===== config.mk =====
export PLATFORM = sky130hd
export DESIGN_NAME = shift_left_iter
export DESIGN_NICKNAME = d
export VERILOG_FILES = /design/src/rtl/shift_left_iter.sv
export SDC_FILE = /design/constraint.sdc
export NUM_CORES = 1
export LEC_CHECK = 0
export ABC_CLOCK_PERIOD_IN_PS = 3350
export CAP_MARGIN = 40
export CORE_MARGIN = 2
export CORE_UTILIZATION = 55
export CTS_BUF_LIST = sky130_fd_sc_hd__clkbuf_4
export DETAILED_ROUTE_END_ITERATION = 10
export DONT_BUFFER_PORTS = 1
export PLACE_DENSITY = 0.76
export SKIP_CTS_REPAIR_TIMING = 1
export SYNTH_ARGS = -nofsm -noshare
export SYNTH_HDL_FRONTEND = slang
export SYNTH_SLANG_ARGS = --single-unit

===== constraint.sdc =====
create_clock -name clk -period 3.35 [get_ports clk]
set_input_delay 0.67 -clock clk [delete_from_list [all_inputs] [get_ports clk]]
set_output_delay 0.67 -clock clk [all_outputs]
set_load 0.02 [all_outputs]

===== src/rtl/shift_left_iter.sv =====
// Iterative logical left shifter with selectable fill bit: one shift stage per cycle,
// valid/ready handshake on both sides, global stall freezes all state.
module shift_left_iter #(
    parameter int WIDTH = 32,
    parameter int DEPTH = 5
) (
    input  logic             clk,
    input  logic             reset,
    input  logic             stall_i,
    output logic             rdy_o,
    input  logic             val_i,
    input  logic [WIDTH-1:0] a_i,
    input  logic [DEPTH-1:0] b_i,
    input  logic             c_i,
    input  logic             rdy_i,
    output logic             val_o,
    output logic [WIDTH-1:0] d_o
);

    localparam int CNT_W = (DEPTH > 1) ? $clog2(DEPTH) : 1;

    localparam logic [1:0] S_IDLE  = 2'd0;
    localparam logic [1:0] S_SHIFT = 2'd1;
    localparam logic [1:0] S_DONE  = 2'd2;

    logic [1:0]       r_state;
    logic [CNT_W-1:0] r_cnt;
    logic [WIDTH-1:0] r_work;
    logic [DEPTH-1:0] r_b;
    logic             r_c;

    logic             w_xfer_in;
    logic             w_xfer_out;
    logic             w_last;
    logic [WIDTH-1:0] w_stage;

    // Shift by 1<<j with vacated LSBs set to fill; shifts of WIDTH or more flood the word.
    function automatic logic [WIDTH-1:0] shift_fill(input logic [WIDTH-1:0] val,
                                                     input logic [CNT_W-1:0] j,
                                                     input logic             fill);
        int unsigned amt;
        amt = 32'd1 << j;
        if (amt >= WIDTH)
            return {WIDTH{fill}};
        return (val << amt) | ({WIDTH{fill}} & ~({WIDTH{1'b1}} << amt));
    endfunction

    assign rdy_o      = ((r_state == S_IDLE) | ((r_state == S_DONE) & rdy_i)) & ~stall_i;
    assign val_o      = (r_state == S_DONE) & ~stall_i;
    assign d_o        = r_work;
    assign w_xfer_in  = val_i & rdy_o;
    assign w_xfer_out = val_o & rdy_i;
    assign w_last     = (r_cnt == CNT_W'(DEPTH - 1));
    assign w_stage    = r_b[r_cnt] ? shift_fill(r_work, r_cnt, r_c) : r_work;

    always_ff @(posedge clk) begin
        if (!reset) begin
            r_state <= S_IDLE;
            r_cnt   <= '0;
            r_work  <= '0;
            r_b     <= '0;
            r_c     <= 1'b0;
        end else if (!stall_i) begin
            // A transfer-in only happens from IDLE or from DONE with the result being taken.
            if (w_xfer_in) begin
                r_work  <= a_i;
                r_b     <= b_i;
                r_c     <= c_i;
                r_cnt   <= '0;
                r_state <= S_SHIFT;
            end else begin
                case (r_state)
                    S_SHIFT: begin
                        r_work <= w_stage;
                        if (w_last)
                            r_state <= S_DONE;
                        else
                            r_cnt <= r_cnt + CNT_W'(1);
                    end
                    S_DONE: begin
                        if (w_xfer_out)
                            r_state <= S_IDLE;
                    end
                    S_IDLE: ;
                    default: r_state <= S_IDLE;
                endcase
            end
        end
    end

endmodule

### Yosys cells after proc, flatten, opt, wreduce, memory -nomap -nowiden

Cells that the tools add are included.

* latch bits: 0
* memories kept: 0
* bits of input ports: 43
* RAM bits: 0
* logic and storage cells: 50
* output and inout bits: 34
* bits in read-only memories: 0
* register bits: 43

* shift operators: 3
* $mul: 0
* bitwise operators: 10
* add/subtract/negate cells: 1
* equality and inequality tests: 7
* div/mod/pow operators: 0
* mux-type cells: 15
* reduce and logical (&&, ||, !) cells: 7
* $lt $le $gt $ge: 2

Operator list (count)
* $mux 32: 5
* $and 32x32->32: 1
* $ge 32x6->1 const B: 1
* $not 32->32: 1
* $or 32x32->32: 1
* $shl 1x3->32 const A: 1
* $shl 32x32->32: 1
* $shl 32x32->32 const A: 1
* $mux 3: 3
* $mux 2: 3
* $ne 3x3->1 const B: 2
* $pmux 2 s3: 1
* $reduce_and 3->1: 2
* $and 1x1->1: 5
* $lt 3x4->1 const B: 1
* $ne 2x2->1 const B: 2
* $reduce_and 4->1: 1
* $reduce_bool 2->1: 2
* $add 3x1->3 const B: 1
* $bmux 1 s3: 1
* $eq 3x3->1 const B: 1
* $eq 2x1->1 const B: 1
* $eq 2x2->1 const B: 1
* $logic_not 2->1: 1
* 4 further kinds: 5

### Depth between registers and ports, before layout

Gate-level depths: netlist of run 1.

* depth in word-level cells: 9
* mapped depth: 12
* depth with buffers taken out: 8

### Worst setup path after synthesis of run 1

OpenSTA, ideal clock, no wires.

* path type: register -> register
* start: register r_cnt[0]
* end: register r_work[31] (netlist: d_o[31])
* arrival time: 2.523 ns
* required time: 3.212 ns
* slack: 0.690 ns
* buffers on the path: 2
* stages on the path, launching flop included: 11
* library setup time: 0.138 ns
* period minus slack after synthesis: 2.660 ns
* cells stage by stage: dfxtp_1 > clkbuf_1 > inv_1 > ha_1 > buf_2 > mux2_2 > a222oi_1 > inv_1 > mux4_2 > o2111ai_1 > o221ai_1

* cells in the longest elaborated chain, start to end: 9
* elaborated cells between the ends (all ways): 16
* classes of those cells: order compare (1); shift (3); mux (7); bitwise (3); reduce/logical (2)

RTL lines
* from (decl): RTL line 27 `logic [CNT_W-1:0] r_cnt;`
* from (signal assigned): RTL line 78 `r_cnt <= r_cnt + CNT_W'(1);`
* branches (longest 9 deep; another with $ge 32x6->1)
* to (signal assigned): RTL line 66 `r_work <= a_i;`
* to (signal assigned): RTL line 74 `r_work <= w_stage;`
* to (decl): RTL line 28 `logic [WIDTH-1:0] r_work;`

Parallel ways; which one is timed is not known. The select of a mux whose other input is x is not followed.
A chain may end at the register's enable or synchronous reset.

### Worst setup path after layout of run 1

* start: register r_cnt[0]
* end: register r_work[27] (netlist: d_o[27])

The elaborated chain is that of the path after synthesis.

==> implementation parameters, run 1 <==
Parameter                              Value

Critical path
  Critical path required time ... approximately 3600 ps
  Data arrival time at the worst-slack endpoint ... approximately 3400 ps
  Nature of the critical path endpoint ... register
  Largest driver fanout on the critical path ... 16
  Setup slack on the worst flop-to-flop path ... roughly 180 ps
  Number of cells on the worst reg-to-reg path ... 9
  Crit-path max cell delay ... approximately 620 ps
  FF-to-FF Start ... r_cnt[0]
  Crit path kind ... register to register
  CP Launch Type ... register
  End of the worst register-to-register path ... d_o[27]
  Critical Path Slowest Stage Cell ... nor2_1
  Cell chain of the critical path ... ha_1 > ha_1 > buf_4 > nor4_1 > nor2_1 > nor2_1 > a22o_1 > o311ai_0 > nand3_1

Synth
  Number of synthesis warnings ... 0
  Synthesized area ... 4370 um2
  Unique masters post-synth ... 68
  Sequential area share after synthesis ... 0.197
  Count of flip-flops with a built-in enable after synthesis ... 0
  Post-synthesis net count ... 641
  Post-Synthesis Cells ... ~590
  Seq cells post-synth ... 43
  Top_reg_cell synth ... dfxtp_1
  Share of async-settable or async-resettable flops after synthesis ... 0
  Average instance area after synthesis ... around 7.4 um2

STA
  Finish-stage setup viols ... 0
  Total negative setup slack ... 0 ps
  Worst clock skew ... 30.5 ps
  Ratio of final minimum period to clock period ... 0.946
  Final hold violation count ... 0
  Hold slack final ... between 300 and 400 ps
  Crit path time final ... 3170 ps
  Maximum clock frequency ... 316 MHz
  RSZ-0062 raised after global routing ... no
  Worst Tran Pin Value ... around 850 ps
  Slack of the critical path ... around 180 ps
  Slew Viols, Final ... 0
  Worst-case headroom to the max-slew limit ... 0.430

GRT
  Number of antenna violations at the first check in global routing ... 0
  Via count of the first global-routing pass ... a little over 5000
  Aggregate global-route resource usage ... 0.440
  Largest net degree at the start of global routing ... 29
  First-pass GRT wire length ... slightly below 30000 um
  Residual overflow from global routing ... 0

Cells and area
  Number of nets in the layout ... about 640
  Commonest cells after routing, fill and taps aside ... nand2_1 (76), nor2_1 (51), dfxtp_1 (43), buf_4 (43), a21oi_1 (37)
  Multi-input combinational cell area ... approximately 3200 um2
  Area added between synthesis and finish ... 7.42%
  Layout fillers ... roughly 730
  Fraction of final layout cells with drive strength greater than 1 ... 0.135
  Diode insertion count for antenna repair ... 0
  Post-route insts no fill ... 695
  Most common cell after layout, fill and taps aside ... nand2_1
  Area occupied by registers ... around 860 um2

Power and ir drop
  Power per cell area ... 316 nW/um2
  Reg power frac ... 0.441
  Switching share of power ... 0.403
  Static Leakage ... 1.77 nW
  Psw ... 0.000597 W
  Comb pwr share ... 0.312
  Maximum vdd ir drop ... 0.000239 V
  Clock network fraction of total power ... 0.247
  Final Power ... ~0.0015 W
  Cell internal power dissipation ... 0.000885 W

Floorplan
  Core Region ... 7730 um2
  Die Width ... 93.1 um
  Number of ports placed on the die boundary ... 77
  Height of the chip ... around 93 um
  Floorplan die area ... slightly below 9000 um2
  Starting utilization of the core area ... 0.565
  Count of standard-cell rows ... 32

Worst hold path
  Worst Hold Path EP ... d_o[10]
  Cells on Worst Hold Path ... 2
  Path type of the worst min-delay path ... input port to register
  Source of the worst hold timing path ... reset

Detailed routing
  Detailed Route WL ... 19300 um
  Ratio of routed vias to standard cells ... 7.84
  Via total after detailed routing ... 5447
  Residual DRC count ... 0
  Number of antenna-violating nets in the routed design ... 0
  Iteration-0 DRC count of the detailed router ... slightly above 1000
  Routed length per instance ... about 28 um
  TritonRoute pass-1 iters ... 6

Clocking
  Clock tree from TritonCTS ... done
  Reg clk slew, reported paths ... around 180 ps
  Number of buffers added by the clock tree synthesis step ... 5
  Largest buffer count on any clock path ... 2
  CTS root buf ... clkbuf_4
  H-tree depth reported by CTS ... 2
  Clock insertion delay at the later pin of the skew report ... around 400 ps
  Clock sink total ... 43

Place
  Count of buffers inserted at the top-level ports ... 0
  Detailed placer's ending HPWL ... between 10000 and 15000 um
  Total placed cells including tap cells ... about 700
  Worst slack, placed ... roughly 360 ps
  RD Place Congestion ... around 1.1

Flow run
  Max-cap violation count ... 0

Outcome
  Status ... finished, final reports clean
layout make-up:
type / instances / share of cell area
multi-input cells: 488 / 0.692
flip-flops and latches: 43 / 0.184
repair buffers: 45 / 0.0742
well taps: 102 / 0.0272
clock inverters: 3 / 0.00827
clock buffers: 5 / 0.00800
inverters: 9 / 0.00720
state kept, by name (all words and copies together), names as in the netlist:
name and flops:
r_c 1, r_state 2, r_cnt 3, r_b 5, d_o 32
per-stage QoR:
step                      cell area, um2   util
final                               4690  0.607
after global routing                4690  0.607
after CTS                           4690  0.607
after detailed placement            4610  0.597
after global placement              4610  0.596
after floorplan                     4370      -
routing by layer:
metal | global-route usage | share of wire
met1 | 0.578 | 0.36
met2 | 0.676 | 0.42
met3 | 0.120 | 0.16
met4 | 0.190 | 0.058
met5 | 0 | 0
power by group through the flow:
stage               registers, W  logic [W]  clock network, W
floorplan               0.000629   0.000327                 0
global placement        0.000659   0.000436                 0
detailed placement      0.000660   0.000439                 0
CTS                     0.000649   0.000442          0.000357
global route            0.000657   0.000485          0.000381
finish                  0.000654   0.000463          0.000366
critical path: cells and delay by family, from the launching register on:
kind	cells	cell delay, ps
flops	1	540
simple gates	4	1070
buf+inv	1	250
fa+ha+maj	2	520
compound gates	2	660
cells by family (layout without fill, tap and decap cells):
family	after synthesis	count (layout)	synth area share
buf+inv	61	62	0.0605
fa+ha+maj	6	6	0.0172
mux	46	46	0.117
compound gates	232	232	0.389
flops	43	43	0.197
simple gates	204	204	0.220
cells in the mapped netlist, types with 5 or more instances:
cell        n  area [um2]
clkbuf_1   27         101
nor2_1     51         191
a21oi_1    37         185
nand2_1    76         285
nand3_1    16        80.1
buf_2      16        80.1
o211ai_1   14         105
a221oi_1   13         114
a211oi_1    8        60.1
mux2i_1    33         330
ha_1        6        75.1
inv_1       9        33.8
a31oi_1     6        37.5
a22oi_1    10        75.1
nor3_1     12        60.1
o221ai_1   23         201
o22ai_1    13        81.3
o21a_1      7        52.6
a22o_1     10        87.6
nor3b_1     7        52.6
dfxtp_1    43         861
o2111ai_1   5        43.8
buf_1       5        18.8
mux2_2     10         113
nand2b_1   10        62.6
o21ai_0    32         160
a221o_1    11         110
worst max path at each step:
| stage | depth (start not counted) | end | startpoint | slack [ps] |
|---|---|---|---|---|
| floorplan | 10 | d_o[31] | r_cnt[0] | 690 |
| global placement | 9 | d_o[27] | r_cnt[0] | 420 |
| detailed placement | 9 | d_o[27] | r_cnt[0] | 360 |
| CTS | 9 | d_o[27] | r_cnt[0] | 320 |
| global route | 9 | d_o[27] | r_cnt[0] | 60 |
| finish | 9 | d_o[27] | r_cnt[0] | 180 |
Note: power is estimated with default switching activity, not from simulation.
==> inputs of run 2 (changes only) <==
--- a/config.mk
+++ b/config.mk
@@ -5,6 +5,7 @@
 export SDC_FILE = /design/constraint.sdc
 export NUM_CORES = 1
 export LEC_CHECK = 0
+export ABC_AREA = 0
 export ABC_CLOCK_PERIOD_IN_PS = 3350
 export CAP_MARGIN = 40
 export CORE_MARGIN = 2
==> results of run 2 <==
Same layout as run 1: the final DEF is identical, and so are final timing and power.
==> inputs of run 3 (changes only) <==
--- a/config.mk
+++ b/config.mk
@@ -8,12 +8,14 @@
 export ABC_AREA = 0
 export ABC_CLOCK_PERIOD_IN_PS = 3350
 export CAP_MARGIN = 40
+export CELL_PAD_IN_SITES_DETAIL_PLACEMENT = 0
+export CELL_PAD_IN_SITES_GLOBAL_PLACEMENT = 1
 export CORE_MARGIN = 2
-export CORE_UTILIZATION = 55
+export CORE_UTILIZATION = 48
 export CTS_BUF_LIST = sky130_fd_sc_hd__clkbuf_4
 export DETAILED_ROUTE_END_ITERATION = 10
 export DONT_BUFFER_PORTS = 1
-export PLACE_DENSITY = 0.76
+export PLACE_DENSITY = 0.89
 export SKIP_CTS_REPAIR_TIMING = 1
 export SYNTH_ARGS = -nofsm -noshare
 export SYNTH_HDL_FRONTEND = slang
==> implementation parameters, run 3 (synthesis results as in run 1) <==
Parameter                              Value

Outcome
  Status ... finished, final reports clean (unchanged)

GRT
  Largest net degree at the start of global routing ... 35 (was 29)
  Via count of the first global-routing pass ... 5229 (was 5053)
  Aggregate global-route resource usage ... 0.414 (was 0.440)
  Residual overflow from global routing ... 0 (unchanged)
  Number of antenna violations at the first check in global routing ... 0 (unchanged)
  First-pass GRT wire length ... 31100 um (was 29100 um)

Critical path
  Crit path kind ... register to register (unchanged)
  CP Launch Type ... register (unchanged)
  Data arrival time at the worst-slack endpoint ... 3400 ps (was 3420 ps)
  Critical path required time ... 3630 ps (was 3610 ps)
  Largest driver fanout on the critical path ... 22 (was 16)
  Nature of the critical path endpoint ... register (unchanged)
  Number of cells on the worst reg-to-reg path ... 9 (unchanged)

STA
  Crit path time final ... 3120 ps (was 3170 ps)
  Finish-stage setup viols ... 0 (unchanged)
  Maximum clock frequency ... 320 MHz (was 316 MHz)
  Hold slack final ... 406 ps (was 388 ps)
  Worst-case headroom to the max-slew limit ... 0.430 (about the same)
  Worst Tran Pin Value ... 854 ps (was 849 ps)
  Slew Viols, Final ... 0 (unchanged)
  Worst clock skew ... 35.5 ps (was 30.5 ps)
  RSZ-0062 raised after global routing ... no (unchanged)
  Total negative setup slack ... 0 ps (unchanged)
  Final hold violation count ... 0 (unchanged)
  Ratio of final minimum period to clock period ... 0.932 (was 0.946)

Cells and area
  Layout fillers ... 895 (was 731)
  Max FFs per register ... 32 (unchanged)
  Post-route insts no fill ... 712 (was 695)
  Commonest cells after routing, fill and taps aside ... nand2_1 (76), buf_4 (55), nor2_1 (51), dfxtp_1 (43), a21oi_1 (37) (was nand2_1 (76), nor2_1 (51), dfxtp_1 (43), buf_4 (43), a21oi_1 (37))
  Area added between synthesis and finish ... 9.86% (was 7.42%)
  Number of nets in the layout ... 652 (was 641)
  Fraction of final layout cells with drive strength greater than 1 ... 0.152 (was 0.135)
  Diode insertion count for antenna repair ... 0 (unchanged)
  Most common cell after layout, fill and taps aside ... nand2_1 (unchanged)
  Final core area utilization ... 0.547 (was 0.607)

Place
  Detailed placer's ending HPWL ... 15500 um (was 14400 um)
  Count of buffers inserted at the top-level ports ... 0 (unchanged)
  RD Place Congestion ... 1.10 (was 1.08)
  Total placed cells including tap cells ... 704 (was 687)

Floorplan
  Count of standard-cell rows ... 34 (was 32)
  Die Width ... 99.4 um (was 93.1 um)
  Floorplan die area ... 9870 um2 (was 8670 um2)
  Number of ports placed on the die boundary ... 77 (unchanged)
  Core Region ... 8760 um2 (was 7730 um2)
  Height of the chip ... 99.4 um (was 93.1 um)
  Starting utilization of the core area ... 0.498 (was 0.565)

Detailed routing
  Ratio of routed vias to standard cells ... 7.62 (was 7.84)
  Iteration-0 DRC count of the detailed router ... 820 (was 1039)
  TritonRoute pass-1 iters ... 6 (unchanged)
  Residual DRC count ... 0 (unchanged)
  Number of antenna-violating nets in the routed design ... 0 (unchanged)
  Via total after detailed routing ... 5426 (was 5447)
  Routed length per instance ... 28.6 um (was 27.7 um)
  Detailed Route WL ... 20300 um (was 19300 um)

Worst hold path
  Cells on Worst Hold Path ... 2 (unchanged)
  Path type of the worst min-delay path ... input port to register (unchanged)

Power and ir drop
  Psw ... 0.000605 W (was 0.000597 W)
  Final Power ... 0.00157 W (was 0.00148 W)
  Cell internal power dissipation ... 0.000964 W (was 0.000885 W)
  Power per cell area ... 327 nW/um2 (was 316 nW/um2)
  Maximum vdd ir drop ... 0.000177 V (was 0.000239 V)
  Comb pwr share ... 0.300 (was 0.312)
  Reg power frac ... 0.415 (was 0.441)
  Static Leakage ... 1.82 nW (was 1.77 nW)
  Switching share of power ... 0.386 (was 0.403)
  Clock network fraction of total power ... 0.285 (was 0.247)

Clocking
  H-tree depth reported by CTS ... 2 (unchanged)
  Clock tree from TritonCTS ... done (unchanged)
  Clock insertion delay at the later pin of the skew report ... 390 ps (was 400 ps)
  Clock sink total ... 43 (unchanged)
  CTS root buf ... clkbuf_4 (unchanged)
  Largest buffer count on any clock path ... 2 (unchanged)
  Number of buffers added by the clock tree synthesis step ... 5 (unchanged)
  Reg clk slew, reported paths ... 180 ps (about the same)

Flow run
  Max-cap violation count ... 0 (unchanged)
run 3: changes by cell type in the layout (fill, tap and decap cells not counted):
cell / delta
clkinv_1: -1
clkinvlp_4: +1
buf_12: -1
clkinv_2: -1
buf_4: +12
bufinv_16: +1
run 3: cell type report:
cell class                      count  area (um2)  area share
Clock buffer                        5        37.5     0.00783
Clock inverter                      3        67.6      0.0141
Inverter                            9        33.8     0.00704
Multi-Input combinational cell    488        3240       0.676
Sequential cell                    43         861       0.179
Tap cell                          108         135      0.0282
Timing Repair Buffer               56         418      0.0871
run 3: routing by layer:
metal	GRT usage	up-vias	part of all wire
met5	0	-	0
met4	0.177	0	0.056
met3	0.108	101	0.13
met2	0.625	482	0.42
met1	0.559	2514	0.39
li1	-	2329	-
run 3: worst paths after layout:
path                  from       to  slack [ps]
setup / recovery  r_cnt[0]  d_o[26]         230
hold reg to reg     r_b[3]   r_b[3]         470
setup reg to reg  r_cnt[0]  d_o[26]         230
hold / removal       reset   d_o[5]         410
run 3: worst max-delay path, stage by stage, from the launching register on:
cell,delay [ps]
dfxtp_1,440
inv_1,150
ha_2,410
buf_4,380
nor2_1,120
nor2_1,280
o2111ai_1,190
a221oi_1,550
o21ai_0,210
o32ai_1,300
run 3: power groups by stage:
stage / logic (W) / clock network [W] / registers, W
6_report: 0.000470 / 0.000448 / 0.000651
2_1_floorplan: 0.000327 / 0 / 0.000629
5_1_grt: 0.000503 / 0.000476 / 0.000656
3_5_place_dp: 0.000452 / 0 / 0.000659
3_3_place_gp: 0.000451 / 0 / 0.000659
4_1_cts: 0.000454 / 0.000457 / 0.000648
run 3: stage by stage:
| step | worst slack (ps) | cell area [um2] |
|---|---|---|
| 2_1_floorplan | 690 | 4370 |
| 3_3_place_gp | 365 | 4690 |
| 3_5_place_dp | 320 | 4690 |
| 4_1_cts | 284 | 4800 |
| 5_1_grt | 71.9 | 4800 |
| 6_report | 227 | 4800 |
